$ cat config.mk
export PLATFORM = sky130hd
export DESIGN_NAME = regfile_ctrl
export DESIGN_NICKNAME = d
export VERILOG_FILES = /design/src/rtl/regfile_ctrl_pkg.sv /design/src/rtl/regfile_ctrl.sv
export SDC_FILE = /design/constraint.sdc
export NUM_CORES = 1
export LEC_CHECK = 0
export BUFFER_PORTS_ARGS = -buffer_cell sky130_fd_sc_hd__buf_2
export CAP_MARGIN = 25
export CORE_MARGIN = 5
export CORE_UTILIZATION = 40
export DETAILED_ROUTE_END_ITERATION = 8
export HOLD_SLACK_MARGIN = 0.03
export PLACE_DENSITY = 0.63
export SLEW_MARGIN = 10
export SYNTH_ARGS = -nofsm -noshare
export SYNTH_HDL_FRONTEND = slang
export SYNTH_SLANG_ARGS = --single-unit
$ cat constraint.sdc
create_clock -name CLK -period 1.9 [get_ports CLK]
set_input_delay 0.095 -clock CLK [delete_from_list [all_inputs] [get_ports CLK]]
set_output_delay 0.095 -clock CLK [all_outputs]
set_load 0.1 [all_outputs]
$ cat src/rtl/regfile_ctrl_pkg.sv
// regfile_ctrl_pkg: shared encodings for the register-file instruction sequencer.
// Covers opcode values, instruction field positions, FSM state encoding and select widths.
package regfile_ctrl_pkg;

  localparam int SEL_W   = 3;
  localparam int OP_W    = 4;
  localparam int INSTR_W = 16;
  localparam int CNT_W   = 4;

  // Instruction field bit positions
  localparam int OP_MSB = 15;
  localparam int OP_LSB = 12;
  localparam int RD_MSB = 11;
  localparam int RD_LSB = 9;
  localparam int RA_MSB = 8;
  localparam int RA_LSB = 6;
  localparam int RB_MSB = 5;
  localparam int RB_LSB = 3;

  // Opcode encodings; 8..15 are illegal
  localparam logic [OP_W-1:0] OP_NOP = 4'd0;
  localparam logic [OP_W-1:0] OP_ADD = 4'd1;
  localparam logic [OP_W-1:0] OP_SUB = 4'd2;
  localparam logic [OP_W-1:0] OP_AND = 4'd3;
  localparam logic [OP_W-1:0] OP_OR  = 4'd4;
  localparam logic [OP_W-1:0] OP_MOV = 4'd5;
  localparam logic [OP_W-1:0] OP_LDI = 4'd6;
  localparam logic [OP_W-1:0] OP_MUL = 4'd7;

  // Register select 0: no write on DSEL, DIN on ASEL
  localparam logic [SEL_W-1:0] DSEL_NONE = 3'd0;
  localparam logic [SEL_W-1:0] SEL_DIN   = 3'd0;

  typedef enum logic [1:0] {
    ST_IDLE = 2'd0,
    ST_EXEC = 2'd1,
    ST_WB   = 2'd2
  } state_e;

  // Legal ops other than NOP write their destination register
  function automatic logic op_writes(input logic [OP_W-1:0] op);
    return (op != OP_NOP) && !op[OP_W-1];
  endfunction

  // OP values 8..15 are illegal
  function automatic logic op_illegal(input logic [OP_W-1:0] op);
    return op[OP_W-1];
  endfunction

endpackage

$ cat src/rtl/regfile_ctrl.sv
// regfile_ctrl: sequences one register-to-register instruction at a time through
// IDLE -> EXEC -> WB, driving register-file selects and the ALU opcode.
// Handshake: an instruction transfers on a rising CLK edge where INSTR_VALID and
// INSTR_READY are both high; INSTR_READY is high only in IDLE, and INSTR/INSTR_VALID
// are ignored in every other state.
// Optional feature: define REGFILE_CTRL_RETIRE_CNT_EN to add the 16-bit RETIRE_CNT output.
// DBG_STATE exposes the FSM state (0 IDLE, 1 EXEC, 2 WB) for checkers.
module regfile_ctrl
  import regfile_ctrl_pkg::*;
#(
  parameter int MUL_LAT = 4
) (
  input  logic        CLK,
  input  logic        RST,
  input  logic        INSTR_VALID,
  input  logic [15:0] INSTR,
  output logic        INSTR_READY,
  output logic [2:0]  ASEL,
  output logic [2:0]  BSEL,
  output logic [2:0]  DSEL,
  output logic [3:0]  ALU_OP,
  output logic        BUSY,
  output logic        DONE,
  output logic        ILLEGAL,
  output logic [1:0]  DBG_STATE
`ifdef REGFILE_CTRL_RETIRE_CNT_EN
  ,
  output logic [15:0] RETIRE_CNT
`endif
);

  localparam logic [CNT_W-1:0] MUL_CYC = CNT_W'(MUL_LAT);

  state_e           state_q;
  logic [CNT_W-1:0] cnt_q;
  logic [SEL_W-1:0] rd_q;
  logic [SEL_W-1:0] asel_q;
  logic [SEL_W-1:0] bsel_q;
  logic [SEL_W-1:0] dsel_q;
  logic [OP_W-1:0]  alu_op_q;
  logic             ready_q;
  logic             busy_q;
  logic             done_q;
  logic             illegal_q;

  // Decoded fields of the incoming instruction
  logic [OP_W-1:0]  in_op;
  logic [SEL_W-1:0] in_rd;
  logic [SEL_W-1:0] in_ra;
  logic [SEL_W-1:0] in_rb;
  logic [2:0]       unused_bits;

  assign in_op       = INSTR[OP_MSB:OP_LSB];
  assign in_rd       = INSTR[RD_MSB:RD_LSB];
  assign in_ra       = INSTR[RA_MSB:RA_LSB];
  assign in_rb       = INSTR[RB_MSB:RB_LSB];
  assign unused_bits = INSTR[2:0];

  // Sequencer FSM with registered outputs; reset drops any pending write at once
  always_ff @(posedge CLK or negedge RST) begin
    if (!RST) begin
      state_q   <= ST_IDLE;
      cnt_q     <= '0;
      rd_q      <= '0;
      asel_q    <= '0;
      bsel_q    <= '0;
      dsel_q    <= DSEL_NONE;
      alu_op_q  <= OP_NOP;
      ready_q   <= 1'b1;
      busy_q    <= 1'b0;
      done_q    <= 1'b0;
      illegal_q <= 1'b0;
    end else begin
      case (state_q)
        ST_IDLE: begin
          if (INSTR_VALID) begin
            state_q  <= ST_EXEC;
            ready_q  <= 1'b0;
            busy_q   <= 1'b1;
            rd_q     <= in_rd;
            alu_op_q <= in_op;
            asel_q   <= (in_op == OP_LDI) ? SEL_DIN : in_ra;
            bsel_q   <= (in_op == OP_MOV) ? 3'd0 : in_rb;
            dsel_q   <= DSEL_NONE;
            // Counter holds the number of EXEC cycles still to spend
            cnt_q    <= (in_op == OP_MUL) ? MUL_CYC : CNT_W'(1);
          end
        end
        ST_EXEC: begin
          if (cnt_q <= CNT_W'(1)) begin
            state_q   <= ST_WB;
            cnt_q     <= '0;
            dsel_q    <= op_writes(alu_op_q) ? rd_q : DSEL_NONE;
            done_q    <= 1'b1;
            illegal_q <= op_illegal(alu_op_q);
          end else begin
            cnt_q <= cnt_q - CNT_W'(1);
          end
        end
        ST_WB: begin
          state_q   <= ST_IDLE;
          ready_q   <= 1'b1;
          busy_q    <= 1'b0;
          done_q    <= 1'b0;
          illegal_q <= 1'b0;
          dsel_q    <= DSEL_NONE;
          asel_q    <= '0;
          bsel_q    <= '0;
          alu_op_q  <= OP_NOP;
        end
        default: begin
          state_q   <= ST_IDLE;
          ready_q   <= 1'b1;
          busy_q    <= 1'b0;
          done_q    <= 1'b0;
          illegal_q <= 1'b0;
          dsel_q    <= DSEL_NONE;
          asel_q    <= '0;
          bsel_q    <= '0;
          alu_op_q  <= OP_NOP;
          cnt_q     <= '0;
        end
      endcase
    end
  end

`ifdef REGFILE_CTRL_RETIRE_CNT_EN
  logic [15:0] retire_cnt_q;

  // Count every retired instruction (each WB cycle), wrapping at 16 bits
  always_ff @(posedge CLK or negedge RST) begin
    if (!RST) begin
      retire_cnt_q <= '0;
    end else if (state_q == ST_WB) begin
      retire_cnt_q <= retire_cnt_q + 16'd1;
    end
  end

  assign RETIRE_CNT = retire_cnt_q;
`endif

  assign INSTR_READY = ready_q;
  assign ASEL        = asel_q;
  assign BSEL        = bsel_q;
  assign DSEL        = dsel_q;
  assign ALU_OP      = alu_op_q;
  assign BUSY        = busy_q;
  assign DONE        = done_q;
  assign ILLEGAL     = illegal_q;
  assign DBG_STATE   = state_q;

endmodule
==> out/metrics.yaml <==
ys.warnings.count: 0
slowest_stage: "dfrtp_1"
synth_xor_area_share_pct: 0.7659
die_x_um: 63.47
track_usage_pct: 14.49
max_cap_violations: 0
clk_pin_slew_ns: 0.14
r2r-end: "DSEL[0]"
worst-path-buf-inv: 1
synth_commonest_cells: "25 x dfrtp_1, 17 x nor2_1, 7 x a22oi_1, 7 x inv_1"
cp-start-kind: "flip-flop"
grt_max_degree: 27
rsz0062_at_grt: "no"
final-hold-violation-count: 0
post-synth-top-count-cell: "dfrtp_1"
route.detailed.drc: 0
tns_ns: 0
max_slew_margin_pct: 62.41
synth_mux_area_share_pct: 6.455
syn_area_per_cell_um2: 11.10
period_needed_ns: 1.629
yosys.area_share.simple_pct: 14.22
vias_per_cell: 5.224
reg2reg_slack_ns: 0.27
synth-edff-count: 0
diodes: 0
cts-root-buf: "clkbuf_4"
outcome: "finished clean"
worstHoldStart: "INSTR[12]"
netlist_instances: 103
postCtsSetupBuffers: 0
portBuffers: 34
synthArstFlopShare_pct: 100.0
grt_antenna_before_repair: 0
hold_path_end: "cnt_q[2]"
wl_per_cell_um: 14.32
grt_pass1_wl_mm: 4.685
cts_tree: "yes"
synth_compound_area_share_pct: 15.65
clockBufferDepth: 2
drt_iter0_drc: 22
finalSetupViolCount: 0
clkLatencyLatePin_ns: 0.32
cts_inserted_buffers: 3
die_y_um: 63.47
crit_family: "compound AO/OA/AOI/OAI gates"
max_stage_delay_ns: 0.46
grt_pass1_vias: 1042
finalWirelength_mm: 2.620
drtAntennaViolNets: 0
tightest_slew_ns: 0.5639
vias: 956
worstReg2RegStart: "cnt_q[0]"
ys_types: 30
synth_area_um2: 1144
dieArea_um2: 4028
drive_gt1_share_pct: 32.24
critPathKind: "flip-flop to flip-flop"
clock_sinks: 26
holdPathStages: 3
cp_data_arrival_time_ns: 1.86
ys_seq_area_share_pct: 57.00
ctsHtreeMaxLevel: 1
grt-ovfl-total: 0
end_kind: "flip-flop"
dr.pass1.iters: 4
cts-hold-fix-buffers: 12
synth_ff_type: "dfrtp_1"
fin_area_um2: 1508
synth_top_family_by_area: "compound AO/OA/AOI/OAI gates"
crit_chain: "inv_1 > ha_1 > nor2_1 > o31ai_4 > o31ai_1 > a22o_1"
syn_to_final_growth_pct: 31.84
timing.fmax_mhz: 613.7
initial_utilization_pct: 41.47
multi_input_area_um2: 449.2
num-fill-cells: 255
nNetsFinal: 174
yosysTopAreaCell: "dfrtp_1"
clock-skew-final_ns: 0.001088
netlist.area_leader.share_pct: 54.70
period_share_pct: 85.76
seqCellArea_um2: 651.9
min_path_type: "input pin to flip-flop"
coreArea_um2: 2758
required_ns: 2.13
ios: 38
synth_nets: 124
worstPathMaxFanout: 5
synth_adder_area_share_pct: 2.188
ys_seq_elements: 26
placementRows: 19
placed_area_um2: 1351
place.gp.congestion: 0.8070
cts_resized: 0
dp_hpwl_mm: 1.921
finalMaxSlewViolations: 0
ys_top_cells_by_area: "dfrtp_1 55%, nor2_1 5.6%, a22oi_1 4.6%, mux2i_1 3.5%, mux2_2 3.0%"
ff2ff_path_depth: 6
[kinds of logic (layout without fill, tap and decap cells)]
logic type               after synthesis  after routing
AND/OR/NAND/NOR                       33             33
flip-flops                            26             26
AO/OA/AOI/OAI                         24             24
buffers and inverters                 10             59
multiplexers                           7              7
adder cells (fa/ha/maj)                2              2
XOR/XNOR                               1              1
[sequential cells by signal (all words and copies together), names as in the netlist]
name	cells
ASEL	3
ALU_OP	4
BUSY	1
INSTR_READY	1
DBG_STATE	2
BSEL	3
DONE	1
rd_q	3
ILLEGAL	1
cnt_q	4
DSEL	3
[worst max-delay path by stage]
stage | cells after the start | start | endpoint | slack (ns)
5_1_grt | 6 | cnt_q[1] | DSEL[1] | 0.14
3_5_place_dp | 6 | cnt_q[0] | DSEL[0] | 0.29
4_1_cts | 6 | cnt_q[0] | DSEL[0] | 0.27
6_report | 6 | cnt_q[0] | DSEL[0] | 0.27
3_3_place_gp | 6 | cnt_q[0] | DSEL[1] | 0.35
2_1_floorplan | 4 | DBG_STATE[1] | DSEL[0] | 0.03
[stage by stage]
step / worst slack, ns / util [%] / hold slack [ns] / cells
final: 0.2706 / 54.67 / 0.09711 / 183
after CTS: 0.2709 / 54.67 / 0.08796 / 183
after global placement: 0.3548 / 49.00 / 0.1147 / 167
after detailed placement: 0.2854 / 49.00 / 0.1269 / 167
after floorplan: 0.02703 / - / -0.2006 / 103
after global routing: 0.1445 / 54.67 / 0.09124 / 183
[per-layer routing]
| metal | track usage [%] | part of all wire [%] | up-vias | wire [µm] |
|---|---|---|---|---|
| met2 | 24.24 | 51 | 25 | 1325 |
| met4 | 7.792 | 2.3 | 0 | 59 |
| met5 | 0 | 0 | - | 0 |
| met3 | 2.309 | 5.0 | 6 | 132 |
| met1 | 17.67 | 42 | 471 | 1102 |
| li1 | - | - | 454 | - |
[area by class of cell]
cell class	instances	share of cell area [%]
Multi-Input combinational cell	67	29.79
Inverter	7	1.743
Clock buffer	4	2.407
Tap cell	31	2.573
Timing Repair Buffer	48	20.25
Sequential cell	26	43.24
[placed cells by master (no fill, tap or decap), types with 2 or more instances in the layout]
cell           synthesis  layout
a31oi_1                2       2
buf_2                  0      34
clkbuf_4               0       3
ha_1                   2       2
a21o_1                 2       2
inv_1                  7       7
nor2_1                17      17
a21oi_1                3       3
nand2b_1               2       2
nand2_1                4       4
dfrtp_1               25      25
buf_4                  1       2
a22o_1                 3       3
o21ai_0                4       4
nand3_1                2       2
mux2i_1                4       4
nor3_1                 2       2
a22oi_1                7       7
mux2_2                 3       3
dlygate4sd3_1          0      12
[worst reg2reg max path: stages (launching register included)]
cell and delay (ns):
dfrtp_1 0.46, inv_1 0.08, ha_1 0.19, nor2_1 0.11, o31ai_4 0.27, o31ai_1 0.18
a22o_1 0.26
Power is left out: the tool's default activity adds up to more than one toggle a clock period on the data nets, which glitch-free logic cannot reach.
